<file path="src/rtl/irq_pkg.sv">
// Shared types and helpers for the programmable interrupt controller:
// FSM states, register offsets and the fixed-priority encoder function.
package irq_pkg;

  typedef enum logic [1:0] {
    IDLE,
    REQ,
    SERVICE
  } irq_state_t;

  localparam logic [1:0] REG_PEND = 2'd0;
  localparam logic [1:0] REG_MASK = 2'd1;
  localparam logic [1:0] REG_EOI  = 2'd2;
  localparam logic [1:0] REG_ISR  = 2'd3;

  typedef struct packed {
    logic       valid;
    logic [2:0] idx;
  } prio_t;

  // Lowest set bit wins: scanning downward lets the last hit be the lowest index.
  function automatic prio_t prio_enc(input logic [7:0] req);
    prio_t r;
    r = '0;
    for (int i = 7; i >= 0; i--) begin
      if (req[i]) begin
        r.valid = 1'b1;
        r.idx   = 3'(i);
      end
    end
    return r;
  endfunction

endpackage

</file>
<file path="src/rtl/irq_prio_encoder.sv">
// Combinational fixed-priority encoder (bit 0 highest), WIDTH up to 8.
// Returns the winning index and whether any request is present.
module irq_prio_encoder
  import irq_pkg::*;
#(
  parameter int WIDTH = 8
) (
  input  logic [WIDTH-1:0] req_i,
  output logic [2:0]       idx_o,
  output logic             valid_o
);

  logic [7:0] req_ext;
  prio_t      enc;

  assign req_ext = 8'(req_i);
  assign enc     = prio_enc(req_ext);
  assign idx_o   = enc.idx;
  assign valid_o = enc.valid;

endmodule

</file>
<file path="src/rtl/irq_controller.sv">
// Memory-mapped interrupt controller: edge-captured pending bits, mask,
// fixed-priority arbitration, vectored intack, per-device ack and EOI.
module irq_controller
  import irq_pkg::*;
#(
  parameter int          NUM_IRQ      = 8,
  parameter logic [11:0] BASE_ADDR    = 12'h0f8,
  parameter logic [15:0] SPURIOUS_VEC = 16'h000f
) (
  input  logic               clk,
  input  logic               rst_n,
  input  logic [NUM_IRQ-1:0] irq_i,
  input  logic [11:0]        address,
  input  logic [15:0]        data_out,
  input  logic               memwt,
  input  logic               intack,
  output logic               INT,
  output logic [15:0]        rd_data,
  output logic               rd_sel,
  output logic [NUM_IRQ-1:0] irq_ack_o
);

  irq_state_t         state_q, state_d;
  logic [NUM_IRQ-1:0] pend_q, pend_d;
  logic [NUM_IRQ-1:0] mask_q, mask_d;
  logic [NUM_IRQ-1:0] isr_q, isr_d;
  logic [NUM_IRQ-1:0] irq_prev_q;
  logic [NUM_IRQ-1:0] ack_q, ack_d;

  logic [11:0]        offset;
  logic               in_win;
  logic [1:0]         reg_sel;
  logic               wr_en;
  logic [NUM_IRQ-1:0] irq_edge;
  logic [NUM_IRQ-1:0] eligible;
  logic [NUM_IRQ-1:0] win_oh;
  logic [NUM_IRQ-1:0] pend_clr;
  logic [2:0]         win_idx;
  logic               win_valid;
  logic               accept;
  logic               unused_data;

  // Wrapping subtraction makes any address below the base land far outside.
  assign offset   = address - BASE_ADDR;
  assign in_win   = (offset[11:2] == 10'd0);
  assign reg_sel  = offset[1:0];
  assign wr_en    = memwt & in_win;
  assign irq_edge = irq_i & ~irq_prev_q;
  assign eligible = pend_q & ~mask_q;

  irq_prio_encoder #(.WIDTH(NUM_IRQ)) u_enc (
    .req_i   (eligible),
    .idx_o   (win_idx),
    .valid_o (win_valid)
  );

  assign win_oh      = NUM_IRQ'(1) << win_idx;
  assign accept      = (state_q == REQ) & win_valid & intack;
  assign unused_data = ^data_out[15:NUM_IRQ];

  // NOTE: every always_comb output gets a default first so no path infers a latch.
  always_comb begin
    state_d  = state_q;
    isr_d    = isr_q;
    pend_clr = '0;
    if (wr_en && reg_sel == REG_PEND) pend_clr = data_out[NUM_IRQ-1:0];
    if (accept)                       pend_clr = pend_clr | win_oh;
    // A new edge always survives a same-cycle clear.
    pend_d = (pend_q & ~pend_clr) | irq_edge;
    mask_d = (wr_en && reg_sel == REG_MASK) ? data_out[NUM_IRQ-1:0] : mask_q;
    ack_d  = accept ? win_oh : '0;

    unique case (state_q)
      IDLE: if (win_valid) state_d = REQ;
      REQ: begin
        if (!win_valid) begin
          state_d = IDLE;
        end else if (intack) begin
          state_d = SERVICE;
          isr_d   = win_oh;
        end
      end
      SERVICE: begin
        if (wr_en && reg_sel == REG_EOI) begin
          state_d = IDLE;
          isr_d   = '0;
        end
      end
      default: state_d = IDLE;
    endcase
  end

  // NOTE: state registers use non-blocking assignments so all flops update together.
  always_ff @(posedge clk or negedge rst_n) begin
    if (!rst_n) begin
      state_q    <= IDLE;
      pend_q     <= '0;
      mask_q     <= '1;
      isr_q      <= '0;
      irq_prev_q <= '0;
      ack_q      <= '0;
    end else begin
      state_q    <= state_d;
      pend_q     <= pend_d;
      mask_q     <= mask_d;
      isr_q      <= isr_d;
      irq_prev_q <= irq_i;
      ack_q      <= ack_d;
    end
  end

  // Gated by the live eligible set so a mask or clear drops INT right away.
  assign INT       = (state_q == REQ) & win_valid;
  assign irq_ack_o = ack_q;
  assign rd_sel    = intack | in_win;

  always_comb begin
    rd_data = '0;
    if (intack) begin
      rd_data = accept ? {13'd0, win_idx} : SPURIOUS_VEC;
    end else if (in_win) begin
      unique case (reg_sel)
        REG_PEND: rd_data = 16'(pend_q);
        REG_MASK: rd_data = 16'(mask_q);
        REG_ISR:  rd_data = 16'(isr_q);
        default:  rd_data = '0;
      endcase
    end
  end

endmodule

</file>
<file path="config.mk">
export PLATFORM = sky130hd
export DESIGN_NAME = irq_controller
export DESIGN_NICKNAME = d
export VERILOG_FILES = /design/src/rtl/irq_pkg.sv /design/src/rtl/irq_prio_encoder.sv /design/src/rtl/irq_controller.sv
export SDC_FILE = /design/constraint.sdc
export NUM_CORES = 1
export LEC_CHECK = 0
export ABC_AREA = 1
export BUFFER_PORTS_ARGS = -buffer_cell sky130_fd_sc_hd__buf_2
export CAP_MARGIN = 40
export CORE_UTILIZATION = 50
export CTS_CLUSTER_DIAMETER = 200
export DETAILED_ROUTE_END_ITERATION = 10
export GPL_ROUTABILITY_DRIVEN = 1
export PLACE_DENSITY = 0.77
export SLEW_MARGIN = 10
export SYNTH_ARGS = -nofsm -noshare
export SYNTH_HDL_FRONTEND = slang
export SYNTH_HIERARCHICAL = 1
export SYNTH_SLANG_ARGS = --single-unit
</file>
<file path="constraint.sdc">
create_clock -name clk -period 2.3 [get_ports clk]
set_input_delay 0.345 -clock clk [delete_from_list [all_inputs] [get_ports clk]]
set_output_delay 0.345 -clock clk [all_outputs]
set_load 0.05 [all_outputs]
</file>
==> reports/metrics.yaml <==
sta:
  hold_slack_ns: -0.0103
  fin_skew_ns: 0.00760
  max_freq_ghz: 0.441
  drv_slew: 0
  setup_viol: 0
  fin_crit_sh: 0.987
  worst_pin_slew_ns: 0.521
  grt_setup_unrepaired: "true"
  hold_viol: 11
  fin_crit_ns: 2.27
  slew_headroom: 0.649
pwr:
  leakage_nw: 1.65
  powerDensity_nw_per_um2: 743
  power.switching_uw: 828
  share_comb_of_total_power: 0.360
  seqPwrFrac: 0.403
  p_clk_frac: 0.237
  power.total_mw: 2.12
  p_int_mw: 1.29
  power.ir.vdd_worst_uv: 374
  swShare: 0.390
final_layout:
  finish.utilization: 0.655
  syn_to_final_growth_pct: 25.8
  drive_gt1_frac: 0.319
  diodes: 0
  nNetsFinal: 413
  fillers: 374
clock_network:
  clockBufferDepth: 2
  cts_tree: "built"
  cts-hold-fix-buffers: 0
  clk_pin_slew_ns: 0.08
  htreeDepth: 2
  cts_buffers: 5
  cts.sinks: 42
  cts_root_buffer: "clkbuf_8"
  clk_latency_ns: 0.30
grt:
  grt_max_degree: 25
  grtUsageTotal: 0.226
  antenna_found_initial: 0
  grt_pass1_vias: 1869
  grt.overflow.total: 0
  grt_pass1_wl_mm: 8.46
place:
  portBuffers: 49
  place.gp.congestion: 0.858
  dpl.hpwl_mm: 3.57
synthesis:
  yosys.area.top_type: "dfrtp_1"
  synth_top_area_share: 0.375
  yosys.cell_count.top_type: "nand2_1"
  yosys_warnings: 6
  synthTopCellsByCount: "nand2_1 (101), inv_1 (55), nor2_1 (35)"
  synth_area_per_cell_um2: 7.59
  synth_area_um2: 2270
  syn_inst: 299
  synth_edf_count: 0
  yosysUniqueCellTypes: 30
  synthTopCellsByArea: "dfrtp_1 (38%), nand2_1 (17%), dfstp_2 (9.3%)"
  synthArstFlopShare: 1.00
  ys_ff_latch: 42
  ys_seq_area_frac: 0.468
  yosys_most_used_dff: "dfrtp_1"
setup_path:
  rr_worst_depth: 14
  end_kind: "flip-flop"
  r2r_slack_ns: 0.03
  worstPathRequired_ns: 2.48
  worstPathArrival_ns: 2.45
  critical_path.reg2reg.endpoint: "state_q[0]$_DFFE_PN0P_"
  path_class: "flip-flop to flip-flop"
  critPathMaxFanout: 2
  crit_path_start: "mask_q[6]$_DFFE_PN1P_"
  crit_path_start_kind: "flip-flop"
  critical_path.endpoint: "state_q[0]$_DFFE_PN0P_"
  timing.rr.start: "mask_q[6]$_DFFE_PN1P_"
drt:
  firstDrtPassIters: 4
  drtIter0Drc: 133
  post_drt_wl_per_cell_um: 11.9
  wl_mm: 5.05
  vias_per_cell: 4.73
  num_vias: 2010
  final_antenna_net_count: 0
  drc: 0
floorplanning:
  die_x_um: 69.4
  ios: 66
  row_count: 24
  die_area_um2: 4810
  start_util: 0.521
  coreArea_um2: 4350
  die_h_um: 69.4
hold_path:
  hold_class: "input pin to asynchronous set/reset pin"
outcome:
  violations: "negative hold slack"
  outcome: "finished, violations left"
run:
  max_cap_viol_count: 0
power by group through the flow:
stage | clock network (mW) | logic, mW | registers, mW
final | 0.503 | 0.763 | 0.856
after detailed placement | 0 | 0.676 | 0.865
after global routing | 0.537 | 0.829 | 0.864
after global placement | 0 | 0.663 | 0.863
after CTS | 0.511 | 0.711 | 0.851
after floorplan | 0 | 0.458 | 0.895
how the worst min path moves through the flow:
stage                             endpoint  cells after the start  slack, ns
CTS                 state_q[0]$_DFFE_PN0P_                      1      0.006
detailed placement  irq_ack_o[3]$_DFF_PN0_                      1       0.33
global placement    state_q[0]$_DFFE_PN0P_                      1       0.44
finish              irq_ack_o[3]$_DFF_PN0_                      1      -0.01
floorplan           irq_ack_o[0]$_DFF_PN0_                      0       0.05
global route        irq_ack_o[3]$_DFF_PN0_                      1       0.02
metal layers:
metal,up-vias,global-route usage,share of wire
li1,1027,-,-
met1,903,0.292,0.44
met2,67,0.365,0.48
met3,13,0.0509,0.046
met4,0,0.0975,0.028
met5,-,0,0
worst max-delay path: stages, from the launching register on:
cell      delay (ns)
dfstp_2         0.54
nor2_2          0.05
or2_4           0.25
nor3_4          0.15
nand2_2         0.10
buf_4           0.15
buf_4           0.13
buf_4           0.12
buf_4           0.12
buf_4           0.12
buf_4           0.12
buf_4           0.12
buf_4           0.12
inv_1           0.04
a211oi_1        0.04
flip-flops by register name, summed over array words and instances, names as in the netlist:
| register | cells |
|---|---|
| irq_ack_o | 8 |
| irq_prev_q | 8 |
| isr_q | 8 |
| mask_q | 8 |
| pend_q | 8 |
| state_q | 2 |
cells in the final DEF (no fill, tap or decap), drive strengths merged:
| master | netlist | final |
|---|---|---|
| clkinvlp | 0 | 1 |
| nand3 | 9 | 9 |
| ha | 1 | 1 |
| clkinv | 0 | 1 |
| buf | 9 | 68 |
| nor2 | 38 | 38 |
| o211ai | 4 | 4 |
| or2 | 1 | 1 |
| o21ai | 14 | 14 |
| nand4 | 2 | 2 |
| a311oi | 4 | 4 |
| dfrtp | 34 | 34 |
| clkbuf | 0 | 6 |
| nand2 | 105 | 105 |
| a211oi | 1 | 1 |
| nor3 | 3 | 3 |
| inv | 61 | 61 |
| dfstp | 8 | 8 |
| a21oi | 3 | 3 |
| conb | 1 | 8 |
| a31oi | 1 | 1 |
layout make-up:
type / instances / area, µm² / area share
Clock buffer: 6 / 82.6 / 0.0289
Timing Repair Buffer: 68 / 433 / 0.152
Tap cell: 52 / 65.1 / 0.0228
Clock inverter: 2 / 12.5 / 0.00438
Inverter: 61 / 234 / 0.0820
Sequential cell: 42 / 1060 / 0.372
Multi-Input combinational cell: 194 / 966 / 0.338
kinds of logic (layout without fill, tap and decap cells):
logic type | after synthesis | after routing | synth area share
AND/OR/NAND/NOR | 158 | 158 | 0.305
buffers and inverters | 70 | 137 | 0.135
flip-flops | 42 | 42 | 0.468
AO/OA/AOI/OAI | 27 | 27 | 0.0855
adder cells (fa/ha/maj) | 1 | 1 | 0.00551
other | 1 | 8 | 0.00165
stage by stage:
| stage | hold WS, ns | instances | setup WS, ns | TNS, ns | instance area (µm²) |
|---|---|---|---|---|---|
| final | -0.0103 | 425 | 0.0309 | 0 | 2850 |
| after floorplan | 0.0494 | 306 | -0.338 | -1.35 | 2300 |
| after detailed placement | 0.332 | 403 | 0.135 | 0 | 2600 |
| after CTS | 0.00587 | 422 | -0.0536 | -0.0536 | 2800 |
| after global placement | 0.444 | 402 | 0.167 | 0 | 2570 |
| after global routing | 0.0223 | 425 | -0.0765 | -0.147 | 2850 |
what timing repair did:
action,in CTS,in global routing
endpoints found under the hold margin,0,0
setup endpoints to repair,4,6
setup buffers,11,3
cloned,0,0
gates resized for setup,9,10
pin swaps,8,7
(Power assumes the default switching activity.)
